===== src/rtl/riscv_io_ctrl.sv =====
// Memory-mapped UART/counter I/O block beside dmem; counters built only with RISCV_IO_COUNTERS_EN.
// Latency: io_dout registered 1 cycle after io_re; TX head is fall-through from storage.
// Backpressure: TX drains on uart_tx_valid&&uart_tx_ready; full-FIFO pushes drop and set sticky overflow.
module riscv_io_ctrl #(
    parameter int RX_DEPTH = 8,
    parameter int TX_DEPTH = 8,
    parameter int CNT_W    = 32
) (
    input  logic        clk,
    input  logic        rst,
    input  logic        stall,
    input  logic [31:0] io_addr,
    input  logic        io_re,
    input  logic [3:0]  io_we,
    input  logic [31:0] io_din,
    output logic [31:0] io_dout,
    input  logic        inst_retired,
    output logic [7:0]  uart_tx_data,
    output logic        uart_tx_valid,
    input  logic        uart_tx_ready,
    input  logic [7:0]  uart_rx_data,
    input  logic        uart_rx_valid,
    output logic        uart_rx_ready
);
    localparam int TXA = $clog2(TX_DEPTH);
    localparam int RXA = $clog2(RX_DEPTH);
    typedef logic [TXA:0] txp_t;
    typedef logic [RXA:0] rxp_t;

    logic [7:0] tx_mem [TX_DEPTH];
    logic [7:0] rx_mem [RX_DEPTH];
    txp_t       tx_wp, tx_rp;
    rxp_t       rx_wp, rx_rp;
    logic       tx_ovf, rx_ovf;

    logic       acc, rd, wr;
    logic [7:0] off;
    logic       tx_empty, tx_full, rx_empty, rx_full;
    logic       tx_pop, tx_req, tx_push, tx_drop;
    logic       rx_pop, rx_push, rx_drop, stat_rd;
    logic [31:0] status, rd_val, cyc_rd, ins_rd;

    assign acc = io_addr[31] && !stall;
    assign off = io_addr[7:0];
    assign rd  = acc && io_re;
    assign wr  = acc && (io_we != 4'b0000);

    assign tx_empty = (tx_wp == tx_rp);
    assign tx_full  = (tx_wp[TXA-1:0] == tx_rp[TXA-1:0]) && (tx_wp[TXA] != tx_rp[TXA]);
    assign rx_empty = (rx_wp == rx_rp);
    assign rx_full  = (rx_wp[RXA-1:0] == rx_rp[RXA-1:0]) && (rx_wp[RXA] != rx_rp[RXA]);

    // A pop in the same cycle frees the slot, so a push into a full FIFO still lands.
    assign tx_pop  = !tx_empty && uart_tx_ready;
    assign tx_req  = wr && (off == 8'h08);
    assign tx_push = tx_req && (!tx_full || tx_pop);
    assign tx_drop = tx_req && tx_full && !tx_pop;

    assign rx_pop  = rd && (off == 8'h04) && !rx_empty;
    assign rx_push = uart_rx_valid && (!rx_full || rx_pop);
    assign rx_drop = uart_rx_valid && rx_full && !rx_pop;
    assign stat_rd = rd && (off == 8'h00);

    assign uart_tx_valid = !tx_empty;
    assign uart_tx_data  = tx_empty ? 8'h00 : tx_mem[tx_rp[TXA-1:0]];
    assign uart_rx_ready = 1'b1;

    assign status = {28'b0, rx_ovf, tx_ovf, !rx_empty, !tx_full};

    always_comb begin
        rd_val = 32'h0;
        case (off)
            8'h00: rd_val = status;
            8'h04: rd_val = rx_empty ? 32'h0 : {24'h0, rx_mem[rx_rp[RXA-1:0]]};
            8'h10: rd_val = cyc_rd;
            8'h14: rd_val = ins_rd;
            default: rd_val = 32'h0;
        endcase
    end

    always_ff @(posedge clk) begin
        if (tx_push) tx_mem[tx_wp[TXA-1:0]] <= io_din[7:0];
        if (rx_push) rx_mem[rx_wp[RXA-1:0]] <= uart_rx_data;
    end

    always_ff @(posedge clk or negedge rst) begin
        if (!rst) begin
            tx_wp   <= '0;
            tx_rp   <= '0;
            rx_wp   <= '0;
            rx_rp   <= '0;
            tx_ovf  <= 1'b0;
            rx_ovf  <= 1'b0;
            io_dout <= 32'h0;
        end else begin
            if (tx_push) tx_wp <= tx_wp + txp_t'(1);
            if (tx_pop)  tx_rp <= tx_rp + txp_t'(1);
            if (rx_push) rx_wp <= rx_wp + rxp_t'(1);
            if (rx_pop)  rx_rp <= rx_rp + rxp_t'(1);
            // A same-cycle overflow beats the read-clear.
            tx_ovf <= (tx_ovf && !stat_rd) || tx_drop;
            rx_ovf <= (rx_ovf && !stat_rd) || rx_drop;
            if (rd) io_dout <= rd_val;
        end
    end

`ifdef RISCV_IO_COUNTERS_EN
    logic [CNT_W-1:0] cyc_cnt, ins_cnt;
    logic             cnt_clr;

    assign cnt_clr = wr && (off == 8'h18);
    assign cyc_rd  = 32'(cyc_cnt);
    assign ins_rd  = 32'(ins_cnt);

    always_ff @(posedge clk or negedge rst) begin
        if (!rst) begin
            cyc_cnt <= '0;
            ins_cnt <= '0;
        end else if (cnt_clr) begin
            cyc_cnt <= '0;
            ins_cnt <= '0;
        end else begin
            cyc_cnt <= cyc_cnt + CNT_W'(1);
            ins_cnt <= ins_cnt + CNT_W'(inst_retired);
        end
    end
`else
    logic [CNT_W-1:0] unused_cnt;
    logic             unused_ret;

    assign cyc_rd     = 32'h0;
    assign ins_rd     = 32'h0;
    assign unused_cnt = '0;
    assign unused_ret = inst_retired;
`endif

    logic unused_bits;
    assign unused_bits = ^{io_addr[30:8], io_din[31:8]};

endmodule


===== config.mk =====
export PLATFORM = sky130hd
export DESIGN_NAME = riscv_io_ctrl
export DESIGN_NICKNAME = d
export VERILOG_FILES = /design/src/rtl/riscv_io_ctrl.sv
export SDC_FILE = /design/constraint.sdc
export NUM_CORES = 1
export LEC_CHECK = 0
export CORE_ASPECT_RATIO = 0.5
export CORE_MARGIN = 2
export CORE_UTILIZATION = 52
export DETAILED_ROUTE_END_ITERATION = 10
export GPL_TIMING_DRIVEN = 0
export PLACE_DENSITY = 0.8
export SLEW_MARGIN = 20
export SYNTH_ARGS = -nofsm -noshare
export SYNTH_HDL_FRONTEND = slang
export SYNTH_SLANG_ARGS = --single-unit

===== constraint.sdc =====
create_clock -name clk -period 3.55 [get_ports clk]
set_input_delay 0.355 -clock clk [delete_from_list [all_inputs] [get_ports clk]]
set_output_delay 0.355 -clock clk [all_outputs]
set_load 0.03 [all_outputs]

# Word level (Yosys, flattened, before mapping)
# Memory sizes are Yosys's and may differ from the RTL's.
# Cells that the tools add are included.
[word_totals]
ff_bits = 50
wordCells = 60
output_inout_bits = 42
mem_count = 2
input_bits = 83
mem_bits_rw = 128
[mem_list]
columns = ["memory", "depth", "word_bits", "rd", "rd_clocked_by_memory_dff", "wr", "line", "source"]
rows = [
  ["rx_mem", 8, 8, 1, 0, 1, "31", "logic [7:0] rx_mem [RX_DEPTH];"],
  ["tx_mem", 8, 8, 1, 0, 1, "30", "logic [7:0] tx_mem [TX_DEPTH];"],
]
[classes]
add_sub_neg = 4
eq_ne = 8
mux = 7
n_reduce_logical = 32
[op_table]
columns = ["operator", "n"]
rows = [
  ["logical AND 1 bit", 18],
  ["adder 4 x 1 -> 4 bit (second input constant)", 4],
  ["2-to-1 mux 8 bit", 2],
  ["one-hot mux 8 bit (2 select lines)", 1],
  ["== test 4 bit", 2],
  ["== test 8 x 3 -> 1 bit (second input constant)", 1],
  ["== test 8 x 4 -> 1 bit (second input constant)", 1],
  ["logical NOT 1 bit", 8],
  ["logical NOT 8 bit", 1],
  ["== test 3 bit", 2],
  ["logical OR 1 bit", 4],
  ["2-to-1 mux 1 bit", 4],
  ["nonzero test 4 bit", 1],
  ["!= test 1 bit", 2],
]

# Longest topological paths before layout
# Gate-level depths: netlist of the first run.
[logic_depth]
ltp_word = 9
ltp_mapped = 7

# Worst setup path after synthesis of the first run
# No wires, ideal clock.
[synth_path]
kind = "input port to flip-flop"
start = "input io_addr[5]"
end = "memory rx_mem[0][0], enable pin"
t_required_ns = 3.155
t_arrival_ns = 2.676
setup_time_ns = 0.395
slack_ns = 0.479
stages = 6
n_path_buf = 2
cell_sequence = "or4_4 > or4_1 > clkbuf_2 > a21bo_2 > buf_6 > nor4_1"
[synth_via]
elab_chain_len = 7
[synth_lines]
columns = ["item", "line", "source"]
rows = [
  ["start: declaration", "12", "input logic [31:0] io_addr,"],
  ["== test 8 x 3 -> 1 bit", "59", "assign rx_pop = rd && (off == 8'h04) && !rx_empty;"],
  ["logical AND 1 bit (2 in a row)", "59", ""],
  ["logical OR 1 bit", "60", "assign rx_push = uart_rx_valid && (!rx_full || rx_pop);"],
  ["logical AND 1 bit", "60", ""],
  ["2-to-1 mux 1 bit", "83", "if (rx_push) rx_mem[rx_wp[RXA-1:0]] <= uart_rx_data;"],
  ["2-to-1 mux 1 bit (not written as such)", "83", ""],
  ["end: declaration", "31", ""],
]
# No other way between the ends.

# Worst setup path after layout of the first run
[layout_path]
start = "register tx_rp[0]"
end = "output uart_tx_data[5]"
[layout_via]
elab_chain_len = 2
word_cells_on_any_way = 3
[layout_lines]
columns = ["item", "line", "source"]
rows = [
  ["start: declaration", "32", "txp_t tx_wp, tx_rp;"],
  ["start signal: assignment", "97", "if (tx_pop) tx_rp <= tx_rp + txp_t'(1);"],
  ["memory read (8 x 8 bit) or == test 4 bit (tied branches)", "-", ""],
  ["2-to-1 mux 8 bit (*)", "65", "assign uart_tx_data = tx_empty ? 8'h00 : tx_mem[tx_rp[TXA-1:0]];"],
  ["end: declaration", "18", "output logic [7:0] uart_tx_data,"],
]
# Every way passes the cells marked *; elsewhere a longest branch is shown, timed or not.

==> results of run 1 <==
[power groups by stage]
stage	Sequential [mW]	Combinational (mW)	Clock, mW
after global routing	2.20	1.46	1.85
after global placement	2.21	1.28	0
after detailed placement	2.22	1.35	0
after floorplan	2.20	0.904	0
after CTS	2.19	1.37	1.76
final	2.19	1.36	1.75
[flip-flops by register name, summed over array words and instances, names as in the netlist]
signal and flops:
rx_rp 4, io_dout 8, tx_mem 64, rx_ovf 1, rx_mem 64, tx_rp 4
tx_ovf 1, rx_wp 4, tx_wp 4
[repair_timing]
action                                  CTS  global route
hold endpoints to repair                 26             0
hold buffers                              1             0
resized for setup                         3             1
endpoints found under the setup margin    9             4
[worst max-delay path by stage]
stage	start	to	slack, ns	depth (start not counted)
global placement	io_addr[5]	tx_mem[0][1]$_DFFE_PP_	-0.80	5
finish	tx_rp[0]$_DFFE_PN0P_	uart_tx_data[5]	0.20	6
global route	tx_rp[0]$_DFFE_PN0P_	uart_tx_data[7]	0.03	6
detailed placement	io_addr[5]	tx_mem[0][1]$_DFFE_PP_	-0.29	6
CTS	io_addr[5]	tx_mem[0][2]$_DFFE_PP_	0.14	6
floorplan	io_addr[5]	rx_mem[0][0]$_DFFE_PP_	0.48	6
[stage by stage]
step	utilization	setup WS [ns]	TNS, ns
after CTS	0.6615	0.1396	0
after detailed placement	0.6122	-0.2880	-4.976
after floorplan	-	0.4795	0
final	0.6620	0.1982	0
after global placement	0.6040	-0.8030	-45.74
after global routing	0.6620	0.03470	0
[layout by cell type, fill, tap and decap left out, drive strengths merged, types with 2 or more instances in the layout]
cell / count
a22oi: 3
or4: 2
xor2: 8
ha: 4
a21oi: 3
nand4: 2
mux2i: 16
clkinvlp: 5
buf: 38
nand2: 11
nand2b: 2
and3: 2
or2: 2
mux4: 32
clkinv: 4
inv: 9
nand3: 4
a22o: 2
mux2: 4
nor4: 10
dfrtp: 26
nor2: 12
bufinv: 2
xnor2: 12
clkdlybuf4s50: 49
clkbuf: 31
edfxtp: 128
conb: 25
nor3: 8
o21ai: 8
o211ai: 3
[kinds of logic after synthesis]
kind of cell             Yosys count
AND/OR/NAND/NOR                   60
other                              2
buffers and inverters             51
multiplexers                      52
flip-flops                       154
adder cells (fa/ha/maj)            4
XOR/XNOR                          20
AO/OA/AOI/OAI                     21
[critical path, delay by kind of cell, from the launching register on]
| kind | cells | cell delay (ns) |
|---|---|---|
| buffers and inverters | 3 | 1.44 |
| multiplexers | 2 | 0.71 |
| flip-flops | 1 | 0.36 |
| AND/OR/NAND/NOR | 1 | 0.07 |
[layer usage]
layer,GRT usage,up-vias,share of wire
met3,0.06144,10,0.053
met2,0.3399,104,0.50
li1,-,1568,-
met1,0.2460,1739,0.44
met4,0.06071,0,0.0083
met5,0,-,0
[cell type report]
cell class / count / share of cell area
Timing Repair Buffer: 56 / 0.06803
Clock inverter: 14 / 0.01835
Clock buffer: 18 / 0.05426
Multi-Input combinational cell: 182 / 0.2262
Inverter: 6 / 0.002848
Buffer: 45 / 0.03591
Tap cell: 165 / 0.02610
Sequential cell: 154 / 0.5683
==> key figures, run 1 <==
Outcome
  • Status: finished, final reports clean

Place
  • Post-detail-place hpwl: 7711 µm
  • PortBufs: 50
  • Area post-placement: roughly 7300 µm²
  • Placed cells: around 610
  • Final Wtd Congestion: 0.7485

STA
  • Fmax: 298.4 MHz
  • Final min period: about 3.4 ns
  • Worst slew pin tran: 0.8888 ns
  • Worst slew margin: 0.4042
  • Clock skew: 0.008157 ns
  • Pins over their slew limit: 0
  • Unrepaired setup endpoints after global routing: false
  • # setup viols final: 0
  • Part of the cycle the worst path needs: 0.9442
  • Worst hold slack: 0.3578 ns
  • Fin. Hold Viols: 0

Clocking
  • Setup bufs post-CTS: 0
  • Clock transition at path regs: approximately 0.060 ns
  • H-tree Lvls: 4
  • Worst skew pair latency: 0.42 ns
  • CTS Buf Count: 17
  • Clk Tree Root Cell: clkbuf_16
  • Clock Path Buffers: 2
  • Sink Count: 154
  • CTS tree: done

Global route
  • Grt ovf: 0
  • All-Layer GR Usage: 0.1970
  • First-pass GRT wire length: around 19000 µm
  • Vias in the first global route: 3515
  • Initial antenna violation count: 0
  • Largest net degree at the start of global routing: 27

Worst hold path
  • Hold Path Sink: tx_rp[3]$_DFFE_PN0P_
  • Hold_sp: uart_tx_ready
  • Hold Crit Class: primary input to register
  • Hold path depth: 3

Yosys
  • Post-synth EDFFs: 128
  • Ys flop type: edfxtp_1
  • Yosys reg bits: ~150
  • Yosys synthesis warning count: 0
  • Top cells by area, synth: edfxtp_1 60%, mux4_2 11%, dfrtp_1 10%
  • Async S/R FF share, synth: 0.1688
  • Post-synthesis mux area share: 0.1453
  • Most common cell in the netlist: edfxtp_1
  • Cells after synthesis: ~360
  • Synth Area in Compound Gates: 0.02085
  • Library cells used by synthesis: 42
  • Simple-gate area share of the yosys netlist: 0.05046
  • Synth Area in Adders: 0.007793
  • Yosys top cell by area: edfxtp_1
  • List of most frequent post-synthesis cells: 128 x edfxtp_1, 32 x mux4_2, 26 x dfrtp_1
  • Largest family of logic cells by synthesized area: multiplexers
  • Syn Area/Cell: 17.64 µm²
  • Yosys top cell area share: 0.5985
  • Xor/xnor share of the synthesized area: 0.02727
  • Synthesized area: ~6400 µm²
  • Seq/Total Area, Yosys: 0.6998

Final layout
  • Final #Nets: 549
  • Register area: 4494 µm²
  • Non-Filler Instances: 640
  • Area of the multi-input gates: 1789 µm²
  • ANT cells: 0
  • Fin area: ~8000 µm²
  • P&R area growth vs syn: 23.14%
  • Share of cells above drive strength 1: 0.2547
  • Fill count: between 800 and 900

Route
  • Routed wire length: around 12000 µm
  • Routed WL per cell: about 19 µm
  • ANT nets after route: 0
  • DRC: 0
  • DR vias/cell: around 5.3
  • Initial DRC Count: 302
  • 1st-pass router iterations: 4
  • Routed vias: 3421

Power
  • Net load switching power: 1.546 mW
  • P_int: around 3.7 mW
  • Seq pwr share: 0.413
  • Worst VDD drop: 0.3883 mV
  • Share of power burned in the clock network: 0.330
  • Leakage: approximately 2.8 nW
  • Switch share: 0.2920
  • Gate power share: 0.256
  • Overall power: 5.293 mW
  • PwrDens: 669.3 nW/µm²

Worst setup path
  • Setup slack, reg-to-reg: 0.69 ns
  • Slowest-stage cell, CP: clkdlybuf4s50_1
  • R2R depth: 6
  • Startpoint types: register
  • CP arrival: 3.00 ns
  • Critical path class: register to primary output
  • Critical R2R Capture: tx_mem[0][0]$_DFFE_PP_
  • Endpoint class of the critical path: primary output
  • Cell Chain, Critical Path: clkbuf_2 -> buf_2 -> mux4_2 -> mux2i_1 -> nor2_1 -> clkdlybuf4s50_1
  • Reg-to-reg critical path startpoint: tx_rp[1]$_DFFE_PN0P_
  • Worst-path maximum fanout: 10
  • CP max stage delay: 0.64 ns
  • Worst EP required: 3.19 ns

Run
  • Max Cap Viol: 0

Floorplan
  • Ports: 125
  • Die area: 13310 µm²
  • Core area: between 10000 and 15000 µm²
  • Die X: 161.2 µm
  • Rows: 28
  • Starting Density: 0.5376
  • Die Ht: 82.59 µm
Note: power is estimated with default switching activity, not from simulation.
==> run 2: changes to the inputs <==
--- a/config.mk
+++ b/config.mk
@@ -15,3 +15,4 @@
 export SYNTH_ARGS = -nofsm -noshare
 export SYNTH_HDL_FRONTEND = slang
 export SYNTH_SLANG_ARGS = --single-unit
+export TNS_END_PERCENT = 1
==> results of run 2 <==
Same layout as run 1: the final DEF is identical, and so are final timing and power.
==> run 3: changes to the inputs <==
--- a/config.mk
+++ b/config.mk
@@ -7,10 +7,9 @@
 export LEC_CHECK = 0
 export CORE_ASPECT_RATIO = 0.5
 export CORE_MARGIN = 2
-export CORE_UTILIZATION = 52
+export CORE_UTILIZATION = 35
 export DETAILED_ROUTE_END_ITERATION = 10
 export GPL_TIMING_DRIVEN = 0
-export PLACE_DENSITY = 0.8
 export SLEW_MARGIN = 20
 export SYNTH_ARGS = -nofsm -noshare
 export SYNTH_HDL_FRONTEND = slang
==> run 3 against run 2 <==
  * Largest cell class unchanged
  * Final cell count increased by 11%
  * Via count shrank 1.8%
  * Routed wire length rose by 3.1%
  * Combinational power about the same
  * Utilization decreased by 21 points
==> key figures, run 3 (synthesized netlist as in run 1, its figures left out) <==
Clocking
  • CTS Buf Count: 17
  • Clock Path Buffers: 2
  • Worst skew pair latency: 0.42 ns
  • Sink Count: 154
  • Clk Tree Root Cell: clkbuf_16
  • H-tree Lvls: 4
  • CTS tree: done
  • Clock transition at path regs: ~0.06 ns

STA
  • Fmax: between 200 and 300 MHz
  • Pins over their slew limit: 0
  • Final min period: 3.380 ns
  • # setup viols final: 0
  • Clock skew: 0.007557 ns
  • Setup WS post-layout: 0.1700 ns
  • Unrepaired setup endpoints after global routing: false
  • Worst slew margin: 0.3958
  • Worst hold slack: approximately 0.34 ns
  • Setup TNS: 0 ns
  • Part of the cycle the worst path needs: 0.9521
  • Worst slew pin tran: 0.9029 ns
  • Fin. Hold Viols: 0

Worst setup path
  • CP arrival: 3.03 ns
  • Endpoint class of the critical path: primary output
  • Startpoint types: register
  • Critical path class: register to primary output
  • Worst EP required: 3.19 ns
  • R2R depth: 7
  • Worst-path maximum fanout: 10

Global route
  • Vias in the first global route: 3514
  • Initial antenna violation count: 0
  • First-pass GRT wire length: 19680 µm
  • Grt ovf: 0
  • Largest net degree at the start of global routing: 27
  • All-Layer GR Usage: 0.1364

Route
  • DR vias/cell: 4.714
  • 1st-pass router iterations: 5
  • Routed vias: 3361
  • Initial DRC Count: 212
  • DRC: 0
  • Routed wire length: 12490 µm
  • ANT nets after route: 0
  • Routed WL per cell: about 18 µm

Place
  • PortBufs: 50
  • Pre-CTS setup slack: -0.2003 ns
  • Post-detail-place hpwl: 8565 µm
  • Final Wtd Congestion: 0.6737
  • Placed cells: 681
  • Area post-placement: 7435 µm²

Power
  • PwrDens: ~660 nW/µm²
  • Worst VDD drop: 0.3424 mV
  • Leakage: around 2.8 nW
  • Overall power: ~5.3 mW

Worst hold path
  • Hold path depth: 3
  • Hold Crit Class: primary input to register

Floorplan
  • Die area: around 20000 µm²
  • Core area: ~18000 µm²
  • Rows: 34
  • Ports: 125
  • Die X: 195.6 µm
  • Die Ht: 99.79 µm
  • Starting Density: 0.3638

Final layout
  • Fin area: 8036 µm²
  • Commonest non-fill, non-tap cell in the layout: edfxtp_1
  • Share of cells above drive strength 1: 0.2630
  • P&R area growth vs syn: 25.13%
  • Non-Filler Instances: 713
  • Final core utilization: 0.4552
  • ANT cells: 0
  • Final #Nets: 554
  • Most frequent cells in the layout: 128 x edfxtp_1, 49 x clkdlybuf4s50_1, 32 x mux4_2, 32 x buf_4, 26 x dfrtp_1

Outcome
  • Status: finished, final reports clean

Run
  • Max Cap Viol: 0
[run 3: cell types whose count changed in the layout (fill, tap and decap cells not counted), moves of 2 or more]
cell	previous run	this run
buf_4	28	32
clkinvlp_4	5	3
inv_6	3	5
inv_8	0	2
[run 3: worst max-delay path, cell delays in order (launching register included)]
cell and delay, ns:
dfrtp_1 0.36, clkbuf_2 0.37, buf_2 0.43, mux4_2 0.56
mux2i_1 0.21, nor2_1 0.07, clkdlybuf4s50_1 0.61
[run 3: timing repair]
| action | in CTS | in global routing |
|---|---|---|
| setup endpoints to repair | 9 | 2 |
| hold buffers | 1 | 0 |
| pin swaps | 0 | 0 |
| setup buffers | 0 | 0 |
| resized for setup | 2 | 1 |
| hold endpoints to repair | 26 | 0 |
[run 3: path summary, 6_finish.rpt]
| kind | from | end | slack (ns) |
|---|---|---|---|
| worst max-delay path | tx_rp[0]$_DFFE_PN0P_ | uart_tx_data[2] | 0.17 |
| worst min-delay path | uart_tx_ready | tx_rp[3]$_DFFE_PN0P_ | 0.34 |
| worst max register to register | rx_rp[1]$_DFFE_PN0P_ | rx_mem[1][6]$_DFFE_PP_ | 0.73 |
| worst min register to register | io_dout[4]$_DFFE_PN0N_ | io_dout[4]$_DFFE_PN0N_ | 0.49 |
| max in group asynchronous | rst | io_dout[5]$_DFFE_PN0N_ | 2.68 |
| min in group asynchronous | rst | rx_wp[1]$_DFFE_PN0P_ | 0.47 |
[run 3: per-layer routing]
metal | track usage | part of all wire | vias up
li1 | - | - | 1573
met1 | 0.1732 | 0.45 | 1688
met2 | 0.2327 | 0.49 | 80
met3 | 0.03360 | 0.046 | 20
met4 | 0.04580 | 0.013 | 0
met5 | 0 | 0 | -
[run 3: layout make-up]
cell class / count / area, µm²
Tap cell: 234 / 292.8
Sequential cell: 154 / 4494
Timing Repair Buffer: 61 / 573.1
Clock buffer: 17 / 425.4
Multi-Input combinational cell: 182 / 1783
Clock inverter: 14 / 161.4
Buffer: 45 / 284.0
Fill cell: 1533 / 9618
Inverter: 6 / 22.52
[run 3: report_power, final]
group / switching (mW) / internal (mW) / leakage, nW
clock: 0.750 / 1.05 / 0.279
sequential: 0.0483 / 2.13 / 1.50
combinational: 0.777 / 0.584 / 1.06
total: 1.57 / 3.76 / 2.83
